--- config.mk ---
export PLATFORM = sky130hd
export DESIGN_NAME = systolic_seq
export DESIGN_NICKNAME = d
export VERILOG_FILES = /design/src/rtl/systolic_seq.sv
export SDC_FILE = /design/constraint.sdc
export NUM_CORES = 1
export LEC_CHECK = 0
export ABC_AREA = 1
export CORE_UTILIZATION = 62
export CTS_BUF_LIST = sky130_fd_sc_hd__clkbuf_4
export CTS_CLUSTER_SIZE = 40
export DETAILED_ROUTE_END_ITERATION = 12
export HOLD_SLACK_MARGIN = 0.08
export PLACE_DENSITY = 0.82
export SETUP_SLACK_MARGIN = 0.02
export SYNTH_ARGS = -nofsm -noshare
export SYNTH_HDL_FRONTEND = slang
export SYNTH_SLANG_ARGS = --single-unit
--- constraint.sdc ---
create_clock -name clk -period 12.7 [get_ports clk]
set_clock_uncertainty 0.2 [all_clocks]
set_input_delay 1.27 -clock clk [delete_from_list [all_inputs] [get_ports clk]]
set_output_delay 1.27 -clock clk [all_outputs]
set_load 0.03 [all_outputs]
--- src/rtl/systolic_seq.sv ---
// systolic_seq: command sequencer for the NxN INT8 systolic multiply array.
// Clears the sums, feeds skewed operand lanes, drains, then streams result rows.
module systolic_seq #(
    parameter int N      = 32,
    parameter int K_MAX  = 256,
    parameter int PE_LAT = 1,
    parameter int KW     = $clog2(K_MAX + 1),
    parameter int TW     = $clog2(K_MAX + 2 * N)
) (
    input  logic                 clk,
    input  logic                 rst_n,
    input  logic                 start,
    input  logic [KW-1:0]        k_len,
    input  logic                 abort,
    output logic                 busy,
    output logic                 done,
    output logic                 acc_clr,
    output logic [TW-1:0]        feed_t,
    output logic [N-1:0]         a_valid,
    output logic [N-1:0]         b_valid,
    output logic                 out_valid,
    output logic [$clog2(N)-1:0] out_row,
    input  logic                 out_ready
);

    localparam int RW = $clog2(N);
    localparam int DW = (PE_LAT > 1) ? $clog2(PE_LAT) : 1;
    localparam logic [DW-1:0] DRAIN_LAST = DW'((PE_LAT > 0) ? PE_LAT - 1 : 0);
    localparam logic [KW-1:0] K_SAT      = KW'(K_MAX);

    typedef enum logic [2:0] {
        S_IDLE,
        S_CLEAR,
        S_FEED,
        S_DRAIN,
        S_READ,
        S_DONE
    } state_t;

    state_t        r_state;
    state_t        w_state_nx;
    logic [KW-1:0] r_k;
    logic [KW-1:0] w_k_nx;
    logic [TW-1:0] r_feed_t;
    logic [TW-1:0] w_feed_t_nx;
    logic [DW-1:0] r_drain;
    logic [DW-1:0] w_drain_nx;
    logic [RW-1:0] r_out_row;
    logic [RW-1:0] w_out_row_nx;
    logic          r_busy;
    logic          r_done;
    logic          r_acc_clr;
    logic          r_out_valid;
    logic [N-1:0]  r_mask;
    logic [N-1:0]  w_mask_nx;
    logic [TW:0]   w_feed_last;
    logic [TW:0]   w_t;
    logic [TW:0]   w_kx;

    // Last feed index is k+2N-3; the array needs 2N-2 extra cycles to skew through.
    assign w_feed_last = (TW+1)'(r_k) + (TW+1)'(2 * N - 3);

    always_comb begin
        w_state_nx   = r_state;
        w_k_nx       = r_k;
        w_feed_t_nx  = '0;
        w_drain_nx   = '0;
        w_out_row_nx = r_out_row;
        if (abort) begin
            w_state_nx   = S_IDLE;
            w_out_row_nx = '0;
        end else begin
            unique case (r_state)
                S_IDLE: begin
                    if (start) begin
                        w_state_nx = S_CLEAR;
                        w_k_nx     = (k_len > K_SAT) ? K_SAT : k_len;
                    end
                end
                S_CLEAR: begin
                    w_out_row_nx = '0;
                    w_state_nx   = (r_k == '0) ? S_READ : S_FEED;
                end
                S_FEED: begin
                    if ({1'b0, r_feed_t} == w_feed_last) begin
                        w_state_nx = (PE_LAT == 0) ? S_READ : S_DRAIN;
                    end else begin
                        w_feed_t_nx = r_feed_t + 1'b1;
                    end
                end
                S_DRAIN: begin
                    if (r_drain == DRAIN_LAST) begin
                        w_state_nx = S_READ;
                    end else begin
                        w_drain_nx = r_drain + 1'b1;
                    end
                end
                S_READ: begin
                    if (out_ready) begin
                        if (r_out_row == RW'(N - 1)) begin
                            w_state_nx   = S_DONE;
                            w_out_row_nx = '0;
                        end else begin
                            w_out_row_nx = r_out_row + 1'b1;
                        end
                    end
                end
                S_DONE:  w_state_nx = S_IDLE;
                default: w_state_nx = S_IDLE;
            endcase
        end
    end

    // Lane i carries element feed_t-i; it is live only while that index is in [0,k).
    always_comb begin
        w_mask_nx = '0;
        w_t       = {1'b0, w_feed_t_nx};
        w_kx      = (TW+1)'(w_k_nx);
        for (int i = 0; i < N; i++) begin
            w_mask_nx[i] = (w_state_nx == S_FEED)
                        && (w_t >= (TW+1)'(i))
                        && ((w_t - (TW+1)'(i)) < w_kx);
        end
    end

    always_ff @(posedge clk or negedge rst_n) begin
        if (!rst_n) begin
            r_state     <= S_IDLE;
            r_k         <= '0;
            r_feed_t    <= '0;
            r_drain     <= '0;
            r_out_row   <= '0;
            r_busy      <= 1'b0;
            r_done      <= 1'b0;
            r_acc_clr   <= 1'b0;
            r_out_valid <= 1'b0;
            r_mask      <= '0;
        end else begin
            r_state     <= w_state_nx;
            r_k         <= w_k_nx;
            r_feed_t    <= w_feed_t_nx;
            r_drain     <= w_drain_nx;
            r_out_row   <= w_out_row_nx;
            r_busy      <= (w_state_nx == S_CLEAR) || (w_state_nx == S_FEED)
                        || (w_state_nx == S_DRAIN) || (w_state_nx == S_READ);
            r_done      <= (w_state_nx == S_DONE);
            r_acc_clr   <= (w_state_nx == S_CLEAR);
            r_out_valid <= (w_state_nx == S_READ);
            r_mask      <= w_mask_nx;
        end
    end

    assign busy      = r_busy;
    assign done      = r_done;
    assign acc_clr   = r_acc_clr;
    assign feed_t    = r_feed_t;
    assign a_valid   = r_mask;
    assign b_valid   = r_mask;
    assign out_valid = r_out_valid;
    assign out_row   = r_out_row;

endmodule

* Word level (Yosys, flattened, before mapping)
Cells that the tools add are included.
Word-level totals: word-level logic and storage cells 213, register bits 63, output and inout port bits 82, bits of input ports 14
Cells by class: reductions and logical operators 70, equal/unequal tests 12, magnitude comparators 64, mux-type cells 22, $add $sub $neg 35
Operators with widths (count):
- $lt 10x9->1 | 31
- $sub 9x5->10 const B | 16
- $ge 9x5->1 const B | 16
- $sub 9x4->10 const B | 8
- $ge 9x4->1 const B | 8
- $logic_and 1x1->1 | 63
- $mux 9 | 7
- $sub 9x3->10 const B | 4
- $ge 9x3->1 const B | 4
- $mux 3 | 7
- $sub 9x2->10 const B | 2
- $ge 9x2->1 const B | 2
- $mux 5 | 3
- $pmux 3 s5 | 1
- $eq 3x2->1 const B | 4
- $add 9x6->10 const B | 1
- $eq 9x10->1 | 1
- $pmux 5 s2 | 1
- $sub 9x1->10 const B | 1
- $add 9x1->9 const B | 1
- $eq 3x3->1 const B | 3
- $ge 9x1->1 const B | 1
- $gt 9x9->1 const B | 1
- $logic_not 9->1 | 1
- other kinds (11) | 16

* Depth between registers and ports, before layout
Gate-level depths: netlist of run 1.
word-level depth 9, depth in mapped cells 30

* Worst setup path before layout of run 1
OpenSTA, ideal clock, no wires.
path kind input-to-reg, start input port start, end register r_mask[0], in the netlist a_valid[0], data required time 12414 ps, arrival time 5052 ps, library setup time 86 ps, buffers on the path 1, stages on the path 9, setup slack 7362 ps, cells stage by stage nand4_1 -> nor2_1 -> clkbuf_1 -> inv_1 -> o21ai_0 -> ha_1 -> nand4_1 -> o221ai_1 -> nor3_1
On the way: longest elaborated chain between the ends 5, elaborated cells on any way between the ends 9
Ends and longest elaborated chain:
- start: declaration | RTL line 12 | input logic start,
- $mux 9 / $mux 3 (equally long branches) | RTL line 75 | if (start) begin
- $mux 9 / $pmux 3 s5 (equally long branches) | RTL line 73 | unique case (r_state)
- $mux 9 / $mux 3 (equally long branches) | RTL line 69 | if (abort) begin
- $lt 9x9->1 / $eq 3x2->1 (equally long branches) | RTL line 122, 120
- $logic_and 1x1->1 * | RTL line 122 | && ((w_t - (TW+1)'(i)) < w_kx);
- via w_mask_nx[0] | RTL line 55 | logic [N-1:0] w_mask_nx;
- end signal: assignment | RTL line 149 | r_mask <= w_mask_nx;
- end: declaration | RTL line 54 | logic [N-1:0] r_mask;
Mark *: on every way through the listed nets, which the timed path passes. The rest lies on a longest branch. A chain may end at the register's enable or synchronous reset.

* Final worst setup path of run 1
start input port abort, end register r_mask[20], in the netlist a_valid[20]
On the way: longest elaborated chain between the ends 4, elaborated cells on any way between the ends 9
Ends and longest elaborated chain:
- start: declaration | RTL line 14 | input logic abort,
- $mux 9 * | RTL line 69
- via w_feed_t_nx[4] | RTL line 45 | logic [TW-1:0] w_feed_t_nx;
- $sub 9x5->10 / $ge 9x5->1 (equally long branches) | RTL line 122, 121
- $lt 10x9->1 / $logic_and 1x1->1 (equally long branches) | RTL line 122, 121
- $logic_and 1x1->1 * | RTL line 122
- via w_mask_nx[20] | RTL line 55
Marks and branches as above.

==> results of run 1 <==
-- layout make-up --
class                      count  area, um2  share of cell area [%]
clock inverter                 7       98.8                   0.778
clock buffer                   9       67.6                   0.532
multi-input combinational   1311       8820                    69.4
tap                          229        287                    2.25
antenna                        2       5.00                  0.0394
inverter                     220        833                    6.56
sequential                    62       1550                    12.2
timing repair buffer         109       1050                    8.27
-- synthesized netlist by cell type, drive strengths merged --
cell     instances  area share [%]
o21a             4            0.26
dfrtp           62              13
nand2          397              14
xnor2            8            0.60
nor2           147             5.9
inv            216             7.0
buf             62             4.1
and2             7            0.37
ha             219              23
o211ai          16             1.3
nor4             1           0.053
nand3b          18             1.3
nor3            41             1.9
clkinv           4            0.13
or2              4            0.21
nand4           12            0.64
o221ai           1           0.075
o2111ai          2            0.15
o31ai            2            0.13
a31oi            2            0.11
xor2           131             9.9
a221o            1           0.086
a21oi          116             5.4
o21ai           58             2.5
clkbuf           9            0.29
nand3           91             5.1
o21bai           3            0.19
a211oi          30             1.9
-- flip-flops by register name, indices dropped and copies added, names as in the netlist --
register	flops
a_valid	32
acc_clr	1
busy	1
done	1
feed_t	9
out_row	5
out_valid	1
r_k	9
r_state	3
-- critical path, delay by kind of cell --
| kind | cells | cell delay (ns) |
|---|---|---|
| buffers and inverters | 6 | 2.18 |
| AND/OR/NAND/NOR | 7 | 1.61 |
| adder cells (fa/ha/maj) | 2 | 0.80 |
| XOR/XNOR | 1 | 0.19 |
| AO/OA/AOI/OAI | 1 | 0.13 |
-- power by group --
group / internal, mW / switching [mW]
Sequential: 0.205 / 0.00964
Clock: 0.0802 / 0.102
Combinational: 0.151 / 0.284
-- final timing paths --
path | end | start | cells after the start | slack [ns]
worst min-delay path | out_row[2] | out_row[2] | 2 | 0.39
worst max register to register | a_valid[20] | r_k[0] | 24 | 6.92
max in group asynchronous | done | rst_n | 2 | 10.94
min in group asynchronous | acc_clr | rst_n | 2 | 0.75
worst max-delay path | a_valid[20] | abort | 17 | 6.71
worst min register to register | out_row[2] | out_row[2] | 2 | 0.39
-- per-layer routing --
layer	vias up	global-route usage, %
met3	193	7.36
li1	5510	-
met2	743	69.9
met4	0	25.7
met1	5597	54.4
met5	-	0
-- logic make-up after synthesis --
kind of cell,synth area share [%]
and+or+nand+nor,29.4
buffers and inverters,11.5
AOI/OAI and AO/OA,12.1
adders and majority gates,23.4
xor gates and xnor gates,10.5
DFF,13.3
-- stage by stage --
stage	instances	area, um2
6_report	1949	12700
5_1_grt	1948	12700
4_1_cts	1947	12700
3_5_place_dp	1931	12500
3_3_place_gp	1931	12500
2_1_floorplan	1664	11700
-- cells in the final DEF, fill, tap and decap left out, drive strengths merged --
cell             n
diode            2
o211ai          16
a21oi          116
and2             7
a221o            1
buf             15
a211oi          30
o2111ai          2
nor3            41
nor2           147
clkbuf           9
xnor2            8
o221ai           1
nand3           91
clkinv           8
clkinvlp         1
nand2          397
clkdlybuf4s50   94
o21bai           3
or2              4
inv            216
o31ai            2
nand4           12
ha             219
a31oi            2
dfrtp           62
nor4             1
nand3b          18
o21a             4
o21ai           58
bufinv           2
xor2           131
==> summary.txt, run 1 <==
Floorplanning
  • Num ports: 96
  • Die H: ~140 um
  • Die ar.: 0.0194 mm2
  • Number of core rows: 49
  • Core box area: 0.0182 mm2
  • Initial core utilization: about 64%
  • Chip Width: 139 um

STA
  • Final min period: about 6 ns
  • Final setup margin: 6.71 ns
  • Final Hold Slack: 0.393 ns
  • TNS Setup: 0 ns
  • RSZ-0062 raised after global routing: false
  • Worst-margin pin slew: 0.978 ns
  • Final Hold Fails: 0
  • Slew HR: 34.8%
  • Final Setup Violations: 0
  • Fmax: roughly 170 MHz
  • Tcrit/Tclk final: around 47%
  • Final slew viol count: 0

Detailed routing
  • Final wirelength: ~42 mm
  • Avg WL per Cell: 21.5 um
  • WL met3: 4.25 mm
  • Uppermost layer routed: met4
  • Via count: 12.0k
  • Drt pass-1 iters: 6
  • Wl on met1: 16.7 mm
  • Iteration-0 DRC count of the detailed router: 1137
  • Post-DRT Antenna Nets: 0
  • Drc violations: 0
  • Met2 WL: 18.6 mm
  • Post-DR vias/cell: just over 6

Clock tree
  • Clock Latency Late Sink: 0.49 ns
  • H-Tree Level Count: 3
  • Setup bufs post-CTS: 0
  • Number of CTS-inserted buffers: 9
  • CTS tree: yes
  • Post-cts resize count: 0
  • # hold bufs at CTS: 0
  • Clk slew on worst S/H paths: 0.13 ns
  • Max Root-Sink Buffers: 2
  • Clk sinks: 62
  • Clock Root Buffer: clkbuf_4

Yosys
  • Seq/Total Area, Yosys: 13.3%
  • Post-Syn Area per Cell: approximately 7 um2
  • Post-synthesis cell type count: 50
  • Flops & latches, synth: 62
  • Mapped Nets: 1897
  • Synth Cell Area: 0.0117 mm2
  • Ys Warns: 0
  • Synth Instances: 1664

Worst setup path
  • Worst setup EP type: register
  • Crit-path max cell delay: roughly 0.70 ns
  • CP Max Fanout: 24
  • Cell chain of the critical path: clkdlybuf4s50_1, nor2_1, buf_4, nand3b_2, inv_4, ha_1, clkinv_1, nand2_1, inv_1, nand2_1, xor2_1, ha_1, nand2_1, inv_1, nand2_1, nand2_1, a21oi_1
  • Worst setup SP type: primary input
  • Data required, critical path: 12.92 ns
  • Crit-path slowest cell: nand3b_2
  • Most used cell, CP: nand2_1
  • Critical Setup Path Class: in2reg
  • CP arrival: 6.22 ns

Pwr
  • Static Leak: 6.58 nW
  • Power per standard cell area: between 60 and 70 mW/mm2
  • Overall power: 0.832 mW
  • Worst vdd ir: 0.0559 mV

Cells and area
  • Final-layout fill cell count: about 1.6k
  • End-of-flow core utilization: 69.8%
  • Final nets: 1946
  • Area Growth Syn to Fin: 8.58%
  • Share of cells above drive strength 1: approximately 7.4%

Global route
  • GRT overflow: 0
  • Pin count of the biggest net entering global routing: 63
  • GR Util All Layers: 43.3%
  • Vias in the first global route: roughly 12k
  • Initial antenna violation count: 1
  • First-pass GRT wire length: approximately 64 mm

Worst hold path
  • Hold Path Class: reg2reg

Place
  • DPL Wire Length: approximately 31 mm
  • Pre-CTS setup slack: between 6 and 7 ns
  • Port Buffers: 95
  • Routability cong.: around 1.1

Run status
  • Status: finished clean

Flow run
  • Max-cap violation count: 0
Power figures use the tool's default switching activity.
==> inputs of run 2 (changes only) <==
- CORE_UTILIZATION: 62 -> 56
- PLACE_DENSITY: 0.82 -> 0.78
- clock period: 12.7 -> 4.9 ns (I/O delays scaled with it)
==> run 2 against run 1 <==
  * First-iteration DRC count grew 12%
  * Die area grew 11%
  * Sequential share of layout area down 0.29 points
  * Setup slack worse by 6.4 ns
  * Critical path depth up 6
  * Core utilization is 5.9 points lower
  * Total power grew to 2.5 times the previous value
  * Wire length up 1.2%
  * Clock power rose by 130%
  * Combinational power grew to 2.6 times the previous value
  * Non-clock buffer count grew 35
  * Count of clock-buffer cells in the layout unchanged
==> summary.txt, run 2 (synthesis gave the netlist of run 1 again) <==
Floorplanning
  • Die H: 147 um (was 139 um)
  • Chip Width: 147 um (was 139 um)
  • Initial core utilization: 57.5% (was 64.3%)
  • Die ar.: 0.0215 mm2 (was 0.0194 mm2)
  • Number of core rows: 52 (was 49)
  • Core box area: 0.0204 mm2 (was 0.0182 mm2)
  • Num ports: 96 (unchanged)

Pwr
  • Flop pwr share: 26.6% (was 25.8%)
  • Static Leak: 6.74 nW (was 6.58 nW)
  • Sw power: 1.01 mW (was 0.395 mW)
  • Overall power: 2.09 mW (was 0.832 mW)
  • Power per standard cell area: 160 mW/mm2 (was 65.4 mW/mm2)
  • Combinational Power Share: 53.3% (was 52.2%)
  • Int Pwr: 1.08 mW (was 0.436 mW)
  • Worst vdd ir: 0.144 mV (was 0.0559 mV)
  • Sw frac: 48.2% (was 47.5%)
  • Clock share of power: 20.1% (was 21.9%)

Worst hold path
  • Hold EP: out_row[2] (unchanged)
  • Hold path start: out_row[2] (unchanged)
  • Hold path depth: 2 (unchanged)
  • Hold Path Class: reg2reg (unchanged)

Detailed routing
  • Avg WL per Cell: 21.0 um (was 21.5 um)
  • Via count: 12.0k (about the same)
  • Post-DRT Antenna Nets: 0 (unchanged)
  • Drc violations: 0 (unchanged)
  • Iteration-0 DRC count of the detailed router: 1271 (was 1137)
  • Drt pass-1 iters: 6 (unchanged)
  • Final wirelength: 42.5 mm (was 42.0 mm)
  • Post-DR vias/cell: 5.93 (was 6.18)

Cells and area
  • Final nets: 1981 (was 1946)
  • End-of-flow core utilization: 63.9% (was 69.8%)
  • Number of flip-flops under the largest register name: 32 (unchanged)
  • Commonest non-fill, non-tap cell in the layout: nand2_1 (unchanged)
  • Area Growth Syn to Fin: 11.2% (was 8.58%)
  • Share of cells above drive strength 1: 9.36% (was 7.39%)
  • Most frequent cells in the layout: nand2_1 (373), ha_1 (219), inv_1 (207) (was nand2_1 (373), ha_1 (219), inv_1 (208))

STA
  • Tcrit/Tclk final: 94.4%
  • TNS Setup: 0 ns (unchanged)
  • RSZ-0062 raised after global routing: false (unchanged)
  • Fmax: around 220 MHz
  • Worst-margin pin slew: 0.819 ns (was 0.978 ns)
  • Final Setup Violations: 0 (unchanged)
  • Final setup margin: 0.275 ns (was 6.71 ns)
  • Final min period: 4.63 ns
  • Final slew viol count: 0 (unchanged)
  • Slew HR: 45.4% (was 34.8%)
  • Final Hold Fails: 0 (unchanged)

Clock tree
  • Clock Root Buffer: clkbuf_4 (unchanged)
  • Clock Latency Late Sink: 0.49 ns (about the same)
  • Max Root-Sink Buffers: 2 (unchanged)
  • H-Tree Level Count: 3 (unchanged)
  • Number of CTS-inserted buffers: 9 (unchanged)
  • Clk sinks: 62 (unchanged)
  • CTS tree: yes (unchanged)
  • Clk slew on worst S/H paths: 0.13 ns (about the same)

Place
  • Port Buffers: 95 (unchanged)
  • DPL Wire Length: 31.9 mm (was 30.7 mm)
  • Pre-CTS setup slack: 0.174 ns (was 6.41 ns)
  • Routability cong.: 1.13 (was 1.10)

Global route
  • First-pass GRT wire length: 64.7 mm (was 64.2 mm)
  • Initial antenna violation count: 1 (unchanged)
  • GR Util All Layers: 39.8% (was 43.3%)
  • Vias in the first global route: 11.1k (was 11.6k)
  • Pin count of the biggest net entering global routing: 34 (was 63)
  • GRT overflow: 0 (unchanged)

Worst setup path
  • Critical Setup Path Class: reg2reg (was in2reg)
  • Worst R2R Start: r_k[0] (unchanged)
  • Worst setup SP type: register (was primary input)
  • CP Max Fanout: 11 (was 24)
  • Worst setup EP type: register (unchanged)
  • Register-to-register setup slack: 0.27 ns (was 6.92 ns)
  • Reg2reg path depth: 23 (was 24)
  • Data required, critical path: 5.09 ns (was 12.92 ns)
  • R2r endpoint: a_valid[26] (was a_valid[20])
  • CP arrival: 4.81 ns (was 6.22 ns)

Flow run
  • Max-cap violation count: 0 (unchanged)

Run status
  • Status: finished clean (unchanged)
## run 2: how the worst max path moves through the flow
stage           start          end  slack [ns]
6_report       r_k[0]  a_valid[26]        0.27
2_1_floorplan   start   a_valid[0]        0.34
4_1_cts        r_k[0]   a_valid[9]        0.14
3_3_place_gp   r_k[0]   a_valid[9]        0.18
3_5_place_dp   r_k[0]  a_valid[25]        0.17
5_1_grt        r_k[0]  a_valid[17]        0.01
## run 2: layout make-up
| class | instances | area [um2] |
|---|---|---|
| antenna | 1 | 2.50 |
| clock inverter | 7 | 73.8 |
| sequential | 62 | 1550 |
| clock buffer | 9 | 67.6 |
| multi-input combinational | 1311 | 8830 |
| fill | 1921 | 7350 |
| tap | 270 | 338 |
| inverter | 220 | 837 |
| timing repair buffer | 144 | 1320 |
## run 2: worst max-delay path, cell delays in order (launching register included)
cell and delay, ns:
dfrtp_1 0.44, inv_1 0.08, ha_1 0.31, xnor2_1 0.18, nand3_1 0.11, nor2_2 0.13
nand3_2 0.12, nor2_8 0.16, nand2_8 0.13, nand3b_2 0.31, inv_4 0.16, ha_1 0.24
nand2_1 0.25, inv_1 0.19, nor2_1 0.34, nand2_1 0.17, xor2_1 0.19, ha_1 0.30
nand2_1 0.07, nand3b_1 0.20, nor2_1 0.10, nor2_1 0.05, nand2_1 0.07, nor2_1 0.04
## run 2: through the flow
step	area, um2	std cells	hold WS, ns
after global routing	13000	2024	0.421
after CTS	13000	2018	0.397
final	13000	2024	0.397
after global placement	12800	2001	0.352
after floorplan	11700	1664	-0.00559
after detailed placement	12800	2001	0.367
## run 2: power by group through the flow
| stage | clock (mW) | combinational, mW | sequential (mW) |
|---|---|---|---|
| 2_1_floorplan | 0 | 0.776 | 0.568 |
| 5_1_grt | 0.443 | 1.27 | 0.559 |
| 3_5_place_dp | 0 | 1.09 | 0.566 |
| 4_1_cts | 0.419 | 1.10 | 0.556 |
| 3_3_place_gp | 0 | 1.05 | 0.565 |
| 6_report | 0.419 | 1.11 | 0.556 |
## run 2: metal layers
layer  track usage, %  vias up  wire [um]
li1                 -     5578          -
met1             52.1     5515      17100
met2             61.2      723      18200
met3             8.25      184       4620
met4             21.4        0       2480
met5                0        -          0
## run 2: repair_timing
item                                   in CTS  in global routing
buffers inserted                            0                  5
hold buffers                                1                  0
setup endpoints to repair                   0                  5
gates resized for setup                     0                  3
endpoints found under the hold margin      29                  0
==> RTL edit 1 (config.mk and constraints of run 2) <==
Change the parameter `PE_LAT` from 1 to 2.
--- a/src/rtl/systolic_seq.sv
+++ b/src/rtl/systolic_seq.sv
@@ -3,7 +3,7 @@
 module systolic_seq #(
     parameter int N      = 32,
     parameter int K_MAX  = 256,
-    parameter int PE_LAT = 1,
+    parameter int PE_LAT = 2,
     parameter int KW     = $clog2(K_MAX + 1),
     parameter int TW     = $clog2(K_MAX + 2 * N)
 ) (
Behaviour: no difference found for any inputs over 4 cycles, from zero or initial values and one cycle with rst_n low; that may be too few to reach the edited logic, so the function may still have changed.
==> RTL edit 1 against run 2 <==
Setup slack worse by 0.023 ns; final area shrank 0.25%; power up 8.5%; wire length is 8.1% higher; synthesized area is 3.1% lower; non-clock buffer count increased by 26; sequential share of layout area rose by 0.22 points; clock power increased by 17%; die area down 3.0%; sequential cell count increased by 1; critical path type unchanged; largest power group unchanged.
==> RTL edit 1: results (changes against run 2) <==
H-Tree Depth -> 3 (unchanged)
Post-Route WL -> 45900 µm (was 42500 µm)
Root Buffer -> clkbuf_4 (unchanged)
Vias in the first global route -> 12084 (was 11106)
GP Congestion -> 1.10 (was 1.13)
Worst r2r path cells -> 24 (was 23)
Sequential-to-total area share from yosys stat -> 0.139 (was 0.133)
Maximum clock path buffer count -> 2 (unchanged)
Leak -> 6.75 nW (was 6.74 nW)
Share of layout cells above drive strength 1 -> 0.0752 (was 0.0936)
Global-route wire length before repair -> 68700 µm (was 64700 µm)
Nets@finish -> 2049 (was 1981)
Synth area leaders -> ha_1, dfrtp_1, nand2_1, xor2_1, inv_1 (unchanged)
Most frequent cells after synthesis -> nand2_1, inv_1, ha_1, nor2_1, xor2_1 (was nand2_1, ha_1, inv_1, xor2_1, nor2_1)
Initial DRC count -> 1363 (was 1271)
Syn avg cell area -> 6.68 µm² (was 7.03 µm²)
Top FF cell, synth -> dfrtp_1 (unchanged)
Distinct cells, synth -> 45 (was 50)
Pin count of the biggest net entering global routing -> 34 (unchanged)
Synth Net Count -> 1932 (was 1897)
Max stage delay on crit path -> 0.43 ns
Num CTS Buffers -> 9 (unchanged)
Placed cell count -> 2070 (was 2001)
Global-route usage over all layers -> 0.450 (was 0.398)
Async SR Flop Fraction -> 1.00 (unchanged)
Worst min path class -> reg -> reg (unchanged)
Initial antenna violation count -> 4 (was 1)
Congestion Overflow GR -> 0 (unchanged)
Setup slack at placement -> 0.0813 ns (was 0.174 ns)
Pre-Repair DR Iteration Count -> 6 (unchanged)
Detailed-route vias per instance -> 6.02 (was 5.93)
Synth warnings -> 0 (unchanged)
WL per Instance -> 22.0 µm (was 21.0 µm)
VDD IR-drop max -> 0.131 mV (was 0.144 mV)
Worst-path fanout max -> 10 (was 11)
Pint -> 0.00117 W (was 0.00108 W)
Clk_lat worst skew -> 0.52 ns (was 0.49 ns)
Max reg flops -> 32 (unchanged)
Rel. slew slack -> 0.324 (was 0.454)
Hold path depth -> 2 (unchanged)
Worst-path clk slew -> 0.16 ns (was 0.13 ns)
CP max stage cell -> dfrtp_1 (unchanged)
IO Port Bufs -> 95 (unchanged)
Arrival time of the worst setup path -> 4.91 ns (was 4.81 ns)
DP Wirelength -> 35100 µm (was 31900 µm)
Status -> completed (unchanged)
==> RTL edit 1: cell types whose count changed after synthesis, moves of 8 or more <==
cell             run 2  this run
a21oi_2             13         2
nand3_1             73        96
nand2_1            373       383
inv_1              208       247
nand3_2             11         3
o21ai_1             12         3
o21ai_0             45        62
nand4_1             12        20
nand3b_1            13         3
nor2_1             129       143
==> RTL edit 1: power by group through the flow <==
stage / combinational (W) / sequential, W / clock, W
after floorplan: 0.000790 / 0.000580 / 0
after global placement: 0.00112 / 0.000575 / 0
after detailed placement: 0.00118 / 0.000577 / 0
after CTS: 0.00118 / 0.000567 / 0.000490
after global routing: 0.00136 / 0.000570 / 0.000506
final: 0.00121 / 0.000568 / 0.000490
==> RTL edit 1: area by class of cell <==
type	instances	area (µm²)
antenna	4	10.0
clock buffer	9	67.6
clock inverter	7	103
fill	1884	6670
inverter	257	965
multi-input combinational	1316	8410
sequential	63	1580
tap	265	332
timing repair buffer	170	1520
==> RTL edit 1: kinds of logic after synthesis <==
logic type               share of synthesized area
multiplexers                               0.00198
flip-flops                                   0.139
AO/OA/AOI/OAI                                0.120
adder cells (fa/ha/maj)                      0.240
XOR/XNOR                                     0.103
buffers and inverters                        0.122
AND/OR/NAND/NOR                              0.274
==> RTL edit 1: layer usage <==
layer  GRT usage  part of all wire  vias to the layer above
met5           0           0.00028                        -
met4       0.307             0.070                        2
met3      0.0871             0.095                      219
met2       0.705              0.44                      745
met1       0.558              0.40                     5872
li1            -                 -                     5759
==> RTL edit 1: final timing paths <==
path / slack [ns] / start / to
worst max-delay path: 0.25 / r_k[0] / a_valid[13]
worst min-delay path: 0.36 / out_row[4] / out_row[4]
worst max register to register: 0.25 / r_k[0] / a_valid[13]
worst min register to register: 0.36 / out_row[4] / out_row[4]
max in group asynchronous: 3.08 / rst_n / feed_t[7]
min in group asynchronous: 0.40 / rst_n / r_k[4]
==> RTL edit 1: critical path, delay by kind of cell (launching register included) <==
| kind | cells | cell delay, ns |
|---|---|---|
| xor gates and xnor gates | 2 | 0.38 |
| and+or+nand+nor | 13 | 1.67 |
| DFF | 1 | 0.43 |
| buffers and inverters | 3 | 0.30 |
| AOI/OAI and AO/OA | 3 | 0.62 |
| adders and majority gates | 3 | 0.99 |
==> RTL edit 1: timing repair <==
action / in CTS / in global routing
setup endpoints to repair: 0 / 3
buffers inserted: 0 / 0
endpoints found under the hold margin: 31 / 0
gates resized for setup: 0 / 4
hold buffers: 1 / 0
==> RTL edit 1: metrics by stage <==
step,TNS (ns),hold WS (ns)
2_1_floorplan,0,-0.00559
3_3_place_gp,0,0.313
3_5_place_dp,0,0.330
4_1_cts,0,0.360
5_1_grt,-0.00712,0.403
6_report,0,0.358
==> RTL edit 2 (flow settings as in run 2) <==
Made on the original files. The 6 states of `state_t` get a one-hot encoding in 6 bits.
--- a/src/rtl/systolic_seq.sv
+++ b/src/rtl/systolic_seq.sv
@@ -28,13 +28,13 @@
     localparam logic [DW-1:0] DRAIN_LAST = DW'((PE_LAT > 0) ? PE_LAT - 1 : 0);
     localparam logic [KW-1:0] K_SAT      = KW'(K_MAX);
 
-    typedef enum logic [2:0] {
-        S_IDLE,
-        S_CLEAR,
-        S_FEED,
-        S_DRAIN,
-        S_READ,
-        S_DONE
+    typedef enum logic [5:0] {
+        S_IDLE  = 6'b000001,
+        S_CLEAR = 6'b000010,
+        S_FEED  = 6'b000100,
+        S_DRAIN = 6'b001000,
+        S_READ  = 6'b010000,
+        S_DONE  = 6'b100000
     } state_t;
 
     state_t        r_state;
Check against the original RTL: no difference found for any inputs over 10 cycles, from zero or initial values and one cycle with rst_n low; not proved beyond that.
==> RTL edit 2 against run 2 <==
Wire length rose by 17%; via count rose by 9.8%; die area rose by 1.4%; sequential cell count rose by 3; synthesized area rose by 1.4%; setup slack got worse by 0.15 ns; non-clock buffer count rose by 18; final area rose by 3.2%; global-route usage rose by 6.3 points; largest cell class unchanged.
Power is not compared: it rests on default switching activity, and its combinational part moved more than twofold at a synthesized area within 25%.
==> RTL edit 2: results (changes against run 2) <==
Delay-heaviest family, CP -> simple AND/OR/NAND/NOR gates (unchanged)
Detailed-route vias per instance -> 6.15 (was 5.93)
Async SR Flop Fraction -> 1.00 (unchanged)
Pint -> 0.00204 W
Worst-path clk slew -> 0.15 ns (was 0.13 ns)
Post-Route WL -> 49700 µm (was 42500 µm)
Initial DRC count -> 1705 (was 1271)
Global-route usage over all layers -> 0.461 (was 0.398)
Most frequent cells after synthesis -> nand2_1, inv_1, ha_1, nor2_1, xor2_1 (was nand2_1, ha_1, inv_1, xor2_1, nor2_1)
H-Tree Depth -> 3 (unchanged)
DR vias -> 13174 (was 12000)
Distinct cells, synth -> 56 (was 50)
Rel. slew slack -> 0.372 (was 0.454)
VDD IR-drop max -> 0.380 mV
Maximum clock path buffer count -> 2 (unchanged)
Worst-path fanout max -> 14 (was 11)
Pin count of the biggest net entering global routing -> 66 (was 34)
Synth area leaders -> ha_1, nand2_1, dfrtp_1, xor2_1, inv_1 (was ha_1, dfrtp_1, nand2_1, xor2_1, inv_1)
Num CTS Buffers -> 9 (unchanged)
Status -> completed (unchanged)
Critical Path RT -> 5.08 ns (was 5.09 ns)
GP Congestion -> 1.11 (was 1.13)
Pre-Repair DR Iteration Count -> 7 (was 6)
Global-route wire length before repair -> 74700 µm (was 64700 µm)
Max stage delay on crit path -> 0.46 ns (was 0.44 ns)
Max reg flops -> 32 (unchanged)
Synth Net Count -> 1996 (was 1897)
DP Wirelength -> 38600 µm (was 31900 µm)
Filler cell count in the final layout -> 1825 (was 1921)
Share of layout cells above drive strength 1 -> 0.0865 (was 0.0936)
Placed cell count -> 2125 (was 2001)
Initial antenna violation count -> 3 (was 1)
Vias in the first global route -> 12371 (was 11106)
Sequential-to-total area share from yosys stat -> 0.137 (was 0.133)
Leak -> 7.19 nW
Syn Inst Count -> 1763 (was 1664)
## RTL edit 2: cell types whose count changed after synthesis, moves of 7 or more
cell / change
xor2_1: -13
o22ai_1: +7
a21oi_1: +11
o211ai_1: -10
a21oi_2: -12
inv_1: +26
nand4_1: +8
nand3b_1: -9
nand3_2: -7
nand2_1: +87
nand3_1: +17
nor2_1: +11
## RTL edit 2: layout make-up
cell class                 instances  area share
clock buffer                       9     0.00503
sequential                        65       0.121
multi-input combinational       1382       0.660
tap                              270      0.0251
timing repair buffer             162       0.111
inverter                         247      0.0697
antenna                            1    0.000186
clock inverter                     7     0.00745
## RTL edit 2: through the flow
| stage | instance area [µm²] | worst slack (ns) | total power [W] |
|---|---|---|---|
| 2_1_floorplan | 11900 | 0.409 | 0.00297 |
| 3_3_place_gp | 13200 | 0.277 | 0.00397 |
| 3_5_place_dp | 13200 | 0.111 | 0.00412 |
| 4_1_cts | 13400 | 0.114 | 0.00461 |
| 5_1_grt | 13400 | 0.0277 | 0.00517 |
| 6_report | 13400 | 0.129 | 0.00474 |
## RTL edit 2: layer usage
metal / wire (µm) / vias to the layer above / global-route usage / part of all wire
li1: - / 5917 / - / -
met1: 19400 / 6052 / 0.610 / 0.39
met2: 20000 / 971 / 0.668 / 0.40
met3: 7210 / 232 / 0.136 / 0.15
met4: 3070 / 2 / 0.255 / 0.062
met5: 8 / - / 0 / 0.00016
## RTL edit 2: what timing repair did
action,CTS,global route
hold endpoints to repair,64,0
hold buffers,1,0
buffers inserted,0,0
gates resized for setup,0,6
endpoints found under the setup margin,0,11
## RTL edit 2: power groups by stage
stage	clock (W)	sequential (W)	combinational [W]
after global placement	0	0.000680	0.00329
after global routing	0.000508	0.000687	0.00397
after floorplan	0	0.000682	0.00229
after CTS	0.000485	0.000675	0.00345
final	0.000487	0.000679	0.00357
after detailed placement	0	0.000686	0.00344
## RTL edit 2: final timing paths
path,depth (start not counted),end,from,slack [ns]
max in group asynchronous,2,a_valid[16],rst_n,3.41
max reg2reg,23,a_valid[23],r_k[0],0.13
min in group asynchronous,2,r_k[6],rst_n,0.47
min reg2reg,2,out_row[4],out_row[4],0.35
max,23,a_valid[23],r_k[0],0.13
min,2,out_row[4],out_row[4],0.35
## RTL edit 2: worst min-delay path, stage by stage, from the launching register on
cell and delay, ns:
dfrtp_1 0.39, nand2_1 0.06, o21ai_0 0.07
## RTL edit 2: kinds of logic after synthesis
| logic type | after synthesis | synth area share |
|---|---|---|
| AO/OA/AOI/OAI | 234 | 0.119 |
| XOR/XNOR | 122 | 0.0900 |
| adder cells (fa/ha/maj) | 219 | 0.231 |
| buffers and inverters | 316 | 0.119 |
| flip-flops | 65 | 0.137 |
| multiplexers | 1 | 0.00126 |
| AND/OR/NAND/NOR | 806 | 0.303 |
